## src/rtl/pc_sequencer.sv

```systemverilog
// Parametrised next-PC unit: sequential, branch, j/jal, jr/return redirects with a return-address
// stack. Define PC_SEQ_TRACE_EN to add the redirect_count output.
module pc_sequencer #(
  parameter int unsigned          ADDR_W    = 32,
  parameter int unsigned          JIDX_W    = 26,
  parameter int unsigned          OFF_W     = 16,
  parameter logic [ADDR_W-1:0]    RESET_PC  = '0,
  parameter int unsigned          RAS_DEPTH = 4
) (
  input  logic                             clock,
  input  logic                             reset_n,
  input  logic                             stall,
  input  logic                             br_taken,
  input  logic [OFF_W-1:0]                 br_offset,
  input  logic                             j_valid,
  input  logic [JIDX_W-1:0]                j_target,
  input  logic                             j_link,
  input  logic                             jr_valid,
  input  logic [ADDR_W-1:0]                jr_target,
  input  logic                             jr_ret,
  output logic [ADDR_W-1:0]                pc,
  output logic [ADDR_W-1:0]                pc_plus1,
  output logic [$clog2(RAS_DEPTH+1)-1:0]   ras_count,
  output logic                             ras_overflow,
  output logic                             ras_underflow
`ifdef PC_SEQ_TRACE_EN
  ,
  output logic [31:0]                      redirect_count
`endif
);

  localparam int unsigned PtrW = $clog2(RAS_DEPTH);
  localparam int unsigned CntW = $clog2(RAS_DEPTH + 1);

  logic [ADDR_W-1:0] pc_q, pc_d;
  logic [ADDR_W-1:0] br_ext;
  logic [PtrW-1:0]   ptr_q, ptr_d;
  logic [CntW-1:0]   cnt_q, cnt_d;
  logic              ovf_q, ovf_d;
  logic              unf_q, unf_d;
  logic              push;
  logic              redirect;

  logic [ADDR_W-1:0] ras_mem [RAS_DEPTH];

  assign pc_plus1 = pc_q + ADDR_W'(1);
  assign br_ext   = ADDR_W'($signed(br_offset));

  // Priority: stall > jr > j > branch > sequential; only the winner touches state.
  always_comb begin
    pc_d     = pc_plus1;
    ptr_d    = ptr_q;
    cnt_d    = cnt_q;
    ovf_d    = 1'b0;
    unf_d    = 1'b0;
    push     = 1'b0;
    redirect = 1'b0;
    if (stall) begin
      pc_d = pc_q;
    end else if (jr_valid) begin
      redirect = 1'b1;
      if (jr_ret && (cnt_q != '0)) begin
        pc_d  = ras_mem[ptr_q];
        ptr_d = ptr_q - PtrW'(1);
        cnt_d = cnt_q - CntW'(1);
      end else begin
        pc_d  = jr_target;
        unf_d = jr_ret;
      end
    end else if (j_valid) begin
      redirect = 1'b1;
      pc_d     = {pc_plus1[ADDR_W-1:JIDX_W], j_target};
      if (j_link) begin
        push  = 1'b1;
        ptr_d = ptr_q + PtrW'(1);
        // A full stack overwrites its oldest slot, which is exactly ptr+1 in the ring.
        if (cnt_q == CntW'(RAS_DEPTH)) begin
          ovf_d = 1'b1;
        end else begin
          cnt_d = cnt_q + CntW'(1);
        end
      end
    end else if (br_taken) begin
      redirect = 1'b1;
      pc_d     = pc_plus1 + br_ext;
    end
  end

  always_ff @(posedge clock or negedge reset_n) begin
    if (!reset_n) begin
      pc_q  <= RESET_PC;
      ptr_q <= '0;
      cnt_q <= '0;
      ovf_q <= 1'b0;
      unf_q <= 1'b0;
    end else begin
      pc_q  <= pc_d;
      ptr_q <= ptr_d;
      cnt_q <= cnt_d;
      ovf_q <= ovf_d;
      unf_q <= unf_d;
    end
  end

  // Stack contents need no reset; only the count and pointer define validity.
  always_ff @(posedge clock) begin
    if (push) begin
      ras_mem[ptr_d] <= pc_plus1;
    end
  end

`ifdef PC_SEQ_TRACE_EN
  logic [31:0] redirect_count_q;

  always_ff @(posedge clock or negedge reset_n) begin
    if (!reset_n) begin
      redirect_count_q <= '0;
    end else if (redirect) begin
      redirect_count_q <= redirect_count_q + 32'd1;
    end
  end

  assign redirect_count = redirect_count_q;
`else
  logic unused_redirect;
  assign unused_redirect = redirect;
`endif

  assign pc            = pc_q;
  assign ras_count     = cnt_q;
  assign ras_overflow  = ovf_q;
  assign ras_underflow = unf_q;

endmodule

```

## config.mk

```make
export PLATFORM = sky130hd
export DESIGN_NAME = pc_sequencer
export DESIGN_NICKNAME = d
export VERILOG_FILES = /design/src/rtl/pc_sequencer.sv
export SDC_FILE = /design/constraint.sdc
export NUM_CORES = 1
export LEC_CHECK = 0
export ABC_CLOCK_PERIOD_IN_PS = 12500
export CAP_MARGIN = 20
export CORE_MARGIN = 5
export CORE_UTILIZATION = 69
export DETAILED_ROUTE_END_ITERATION = 16
export DONT_BUFFER_PORTS = 1
export PLACE_DENSITY = 0.93
export SETUP_SLACK_MARGIN = 0.5
export SLEW_MARGIN = 20
export SYNTH_ARGS = -nofsm -noshare
export SYNTH_HDL_FRONTEND = slang
export SYNTH_SLANG_ARGS = --single-unit
```

## constraint.sdc

```tcl
create_clock -name clock -period 12.5 [get_ports clock]
set_input_delay 1.25 -clock clock [delete_from_list [all_inputs] [get_ports clock]]
set_output_delay 1.25 -clock clock [all_outputs]
set_load 0.005 [all_outputs]
```

==> impl_metrics.json <==
{
  "synth_async_sr_flop_share_pct": 23.35,
  "clk_pin_slew_ns": 0.07,
  "yosysTopAreaCellShare_pct": 39.64,
  "worst_ep_required_time_ns": 12.81,
  "cp_top_family": "simple AND/OR/NAND/NOR gates",
  "powerDensity_nw_per_um2": 189.7,
  "post_drt_wl_per_cell_um": 25.80,
  "clk_path_buf_depth": 2,
  "hold_violations": 0,
  "grt_pass1_wl_mm": 40.75,
  "period_needed_ns": 4.454,
  "hpwl_mm": 18.08,
  "max_stage_delay_ns": 0.66,
  "placed_cells": 995,
  "slew_viol_final": 0,
  "setup-violations-final": 0,
  "tns_ns": 0,
  "maxSlewHeadroom_pct": 24.57,
  "grt_max_degree": 48,
  "finalNonFillerCells": 1028,
  "h-tree-depth": 4,
  "cp_cell_sequence": "ha_1 > inv_1 > nor4_2 > nand2b_1 > xnor2_1 > ha_1 > and4_1 > nand4_1 > o31a_1 > a211oi_1 > o2111ai_1 > nand3_1 > mux2i_1 > nor2_1",
  "vdd_drop_max_v": 0.00009401,
  "synth_enable_flop_cells": 128,
  "routed_wl_mm": 26.52,
  "num-fill-cells": 851,
  "core-area_um2": 13830,
  "cellLeakagePower_nw": 3.800,
  "ys_warn_count": 0,
  "first_global_vias": 7252,
  "rows": 43,
  "clkLatencyLatePin_ns": 0.42,
  "fin_worst_skew_ns": 0.009603,
  "worstMarginPinSlew_ns": 1.129,
  "start_kind": "flop",
  "cts_tree": "yes",
  "syn_to_final_growth_pct": 7.445,
  "place_ws_ns": 8.190,
  "die_w_um": 128.5,
  "syn_avg_cell_area_um2": 11.39,
  "hold_buffers": 0,
  "dr.pass1.iters": 5,
  "yosys.area.top_type": "edfxtp_1",
  "cp.arrival_ns": 4.77,
  "max_freq_mhz": 224.5,
  "antenna_found_initial": 1,
  "viasPerCell": 7.231,
  "dpl_cell_area_um2": 9831,
  "place.gp.congestion": 1.020,
  "cts.sinks": 167,
  "synth_cell_types": 77,
  "fin_ws_ns": 8.046,
  "antenna_left": 0,
  "fp.dieH_um": 128.5,
  "syn_nets": 974,
  "cp_max_fo": 7,
  "drc": 0,
  "first_iter_violations": 1058,
  "cts_resized": 0,
  "ys_seq_area_share_pct": 49.70,
  "cts_root_buf": "clkbuf_16",
  "die_area_um2": 16520,
  "ff2ff_path_depth": 14,
  "design_area_um2": 10420,
  "critPathMostFrequentCell": "ha_1",
  "grt_usage_pct": 32.58,
  "timing_worst_setup_path_type": "reg -> reg",
  "io_pins": 151,
  "nets": 957,
  "min_period_over_period_pct": 35.63,
  "critPathSlowestCell": "xnor2_1",
  "worst-path-stages": 14,
  "synthCells": 851,
  "maxCapViolations": 0,
  "drive_gt1_share_pct": 12.28,
  "grt_setup_unrepaired": "false",
  "tritoncts.num_buffers": 17,
  "outcome": "complete, no violations",
  "worst-path-buf-inv": 1,
  "post-cts-setup-buffers": 0,
  "synth-main-ff-cell": "edfxtp_1",
  "ys_ff_latch": 167,
  "end_kind": "flop",
  "grt_overflow": 0,
  "io_buffers": 0,
  "initial_utilization_pct": 70.13,
  "syn_area_um2": 9697,
  "vias": 7433,
  "min_path_type": "in -> async",
  "ys_top_cells_by_area": "edfxtp_1, dfrtp_1, mux4_2, ha_1, nand2_1"
}
[metrics by stage]
stage | utilization, % | power, W | hold WS (ns)
after global routing | 75.35 | 0.002072 | 0.4953
after floorplan | - | 0.001292 | 0.5230
after global placement | 71.10 | 0.001440 | 0.5566
after detailed placement | 71.10 | 0.001462 | 0.5680
final | 75.35 | 0.001977 | 0.5133
after CTS | 75.25 | 0.001964 | 0.5062
[logic make-up after synthesis]
family | Yosys count | share of synthesized area, %
flip-flops | 167 | 49.70
buffers and inverters | 64 | 2.568
AO/OA/AOI/OAI | 212 | 14.49
XOR/XNOR | 56 | 5.213
multiplexers | 55 | 9.845
AND/OR/NAND/NOR | 256 | 12.74
adder cells (fa/ha/maj) | 41 | 5.445
[Yosys cell counts (3+ instances only)]
cell      instances
o22ai_1           8
mux2i_1          20
a31oi_1          13
mux2_2            3
a211oi_1         12
xnor2_1          36
mux4_2           32
nand4_1          11
clkbuf_1         32
nor2_1           42
xor2_1           18
nand2_1         120
nor2b_1           6
buf_2             6
dfrtp_1          39
and4_1            4
inv_1            19
a21oi_1          60
a31o_2            6
nand3_1          27
o211ai_1          8
o21ai_0          41
nand2b_1         10
a221o_1           3
or4_1             4
ha_1             39
and2_1            3
a21o_1           11
o31ai_1           8
o21a_1            3
a21oi_2           3
buf_1             5
nor4_1            3
edfxtp_1        128
and3_1            7
nor3_1            7
o31a_1            4
[worst register-to-register path, stage by stage, from the launching register on]
cell and delay (ns):
dfrtp_1 0.47, ha_1 0.26, inv_1 0.10, nor4_2 0.49, nand2b_1 0.13, xnor2_1 0.66, ha_1 0.34, and4_1 0.32
nand4_1 0.11, o31a_1 0.37, a211oi_1 0.47, o2111ai_1 0.16, nand3_1 0.20, mux2i_1 0.21, nor2_1 0.06
[area by class of cell]
cell class	count	area, um^2	share of cell area [%]
inverters	20	75.07	0.7206
multi-input cells	620	4661	44.73
clock buffers	17	425.4	4.083
flip-flops and latches	167	4821	46.27
well taps	180	225.2	2.162
clock inverters	15	148.9	1.429
diodes	1	2.502	0.02402
repair buffers	8	60.06	0.5764
[path summary, 6_finish.rpt]
| kind | end | from | slack [ns] |
|---|---|---|---|
| setup / recovery | pc[31] | pc[0] | 8.05 |
| setup reg to reg | pc[31] | pc[0] | 8.05 |
| max in group asynchronous | pc[0] | reset_n | 11.88 |
| hold reg to reg | ras_count[2] | ras_count[2] | 0.58 |
| min in group clock | ras_count[2] | ras_count[2] | 0.58 |
| hold / removal | ptr_q[0] | reset_n | 0.51 |
[sequential cells by signal (all words and copies together), names as in the netlist]
signal	count
pc	32
ras_count	3
ptr_q	2
ras_overflow	1
ras_mem	128
ras_underflow	1
[routing by layer]
| layer | track usage [%] | vias to the layer above | routed length [um] |
|---|---|---|---|
| met5 | 0 | - | 0 |
| met4 | 13.09 | 0 | 1045 |
| met3 | 10.92 | 95 | 3491 |
| met2 | 49.31 | 567 | 12190 |
| met1 | 44.01 | 3564 | 9795 |
| li1 | - | 3207 | - |
[layout by cell type (no fill, tap or decap), types with 4 or more instances in the layout]
cell / count
xor2_1: 18
nor3_1: 7
nand2_1: 120
nand4_1: 11
a31oi_1: 13
o21ai_0: 41
or4_1: 4
nor2b_1: 5
xnor2_1: 36
mux2i_1: 20
clkinv_4: 6
inv_1: 19
nor2_1: 41
buf_4: 8
and3_1: 7
edfxtp_1: 128
and4_1: 4
mux4_2: 32
clkbuf_16: 17
o31ai_1: 8
nand3_1: 27
o211ai_1: 8
a21oi_1: 60
ha_1: 39
nand2b_1: 9
dfrtp_1: 38
a31o_2: 6
a21o_1: 11
a211oi_1: 12
o22ai_1: 8
o31a_1: 4
[report_power, final]
part | internal, W | switching, W | total, W | leakage (nW)
sequential | 0.000676 | 0.0000720 | 0.000748 | 1.63
combinational | 0.000296 | 0.000428 | 0.000724 | 1.90
clock | 0.000278 | 0.000226 | 0.000504 | 0.275
No activity file was read; power rests on OpenSTA's default activity.
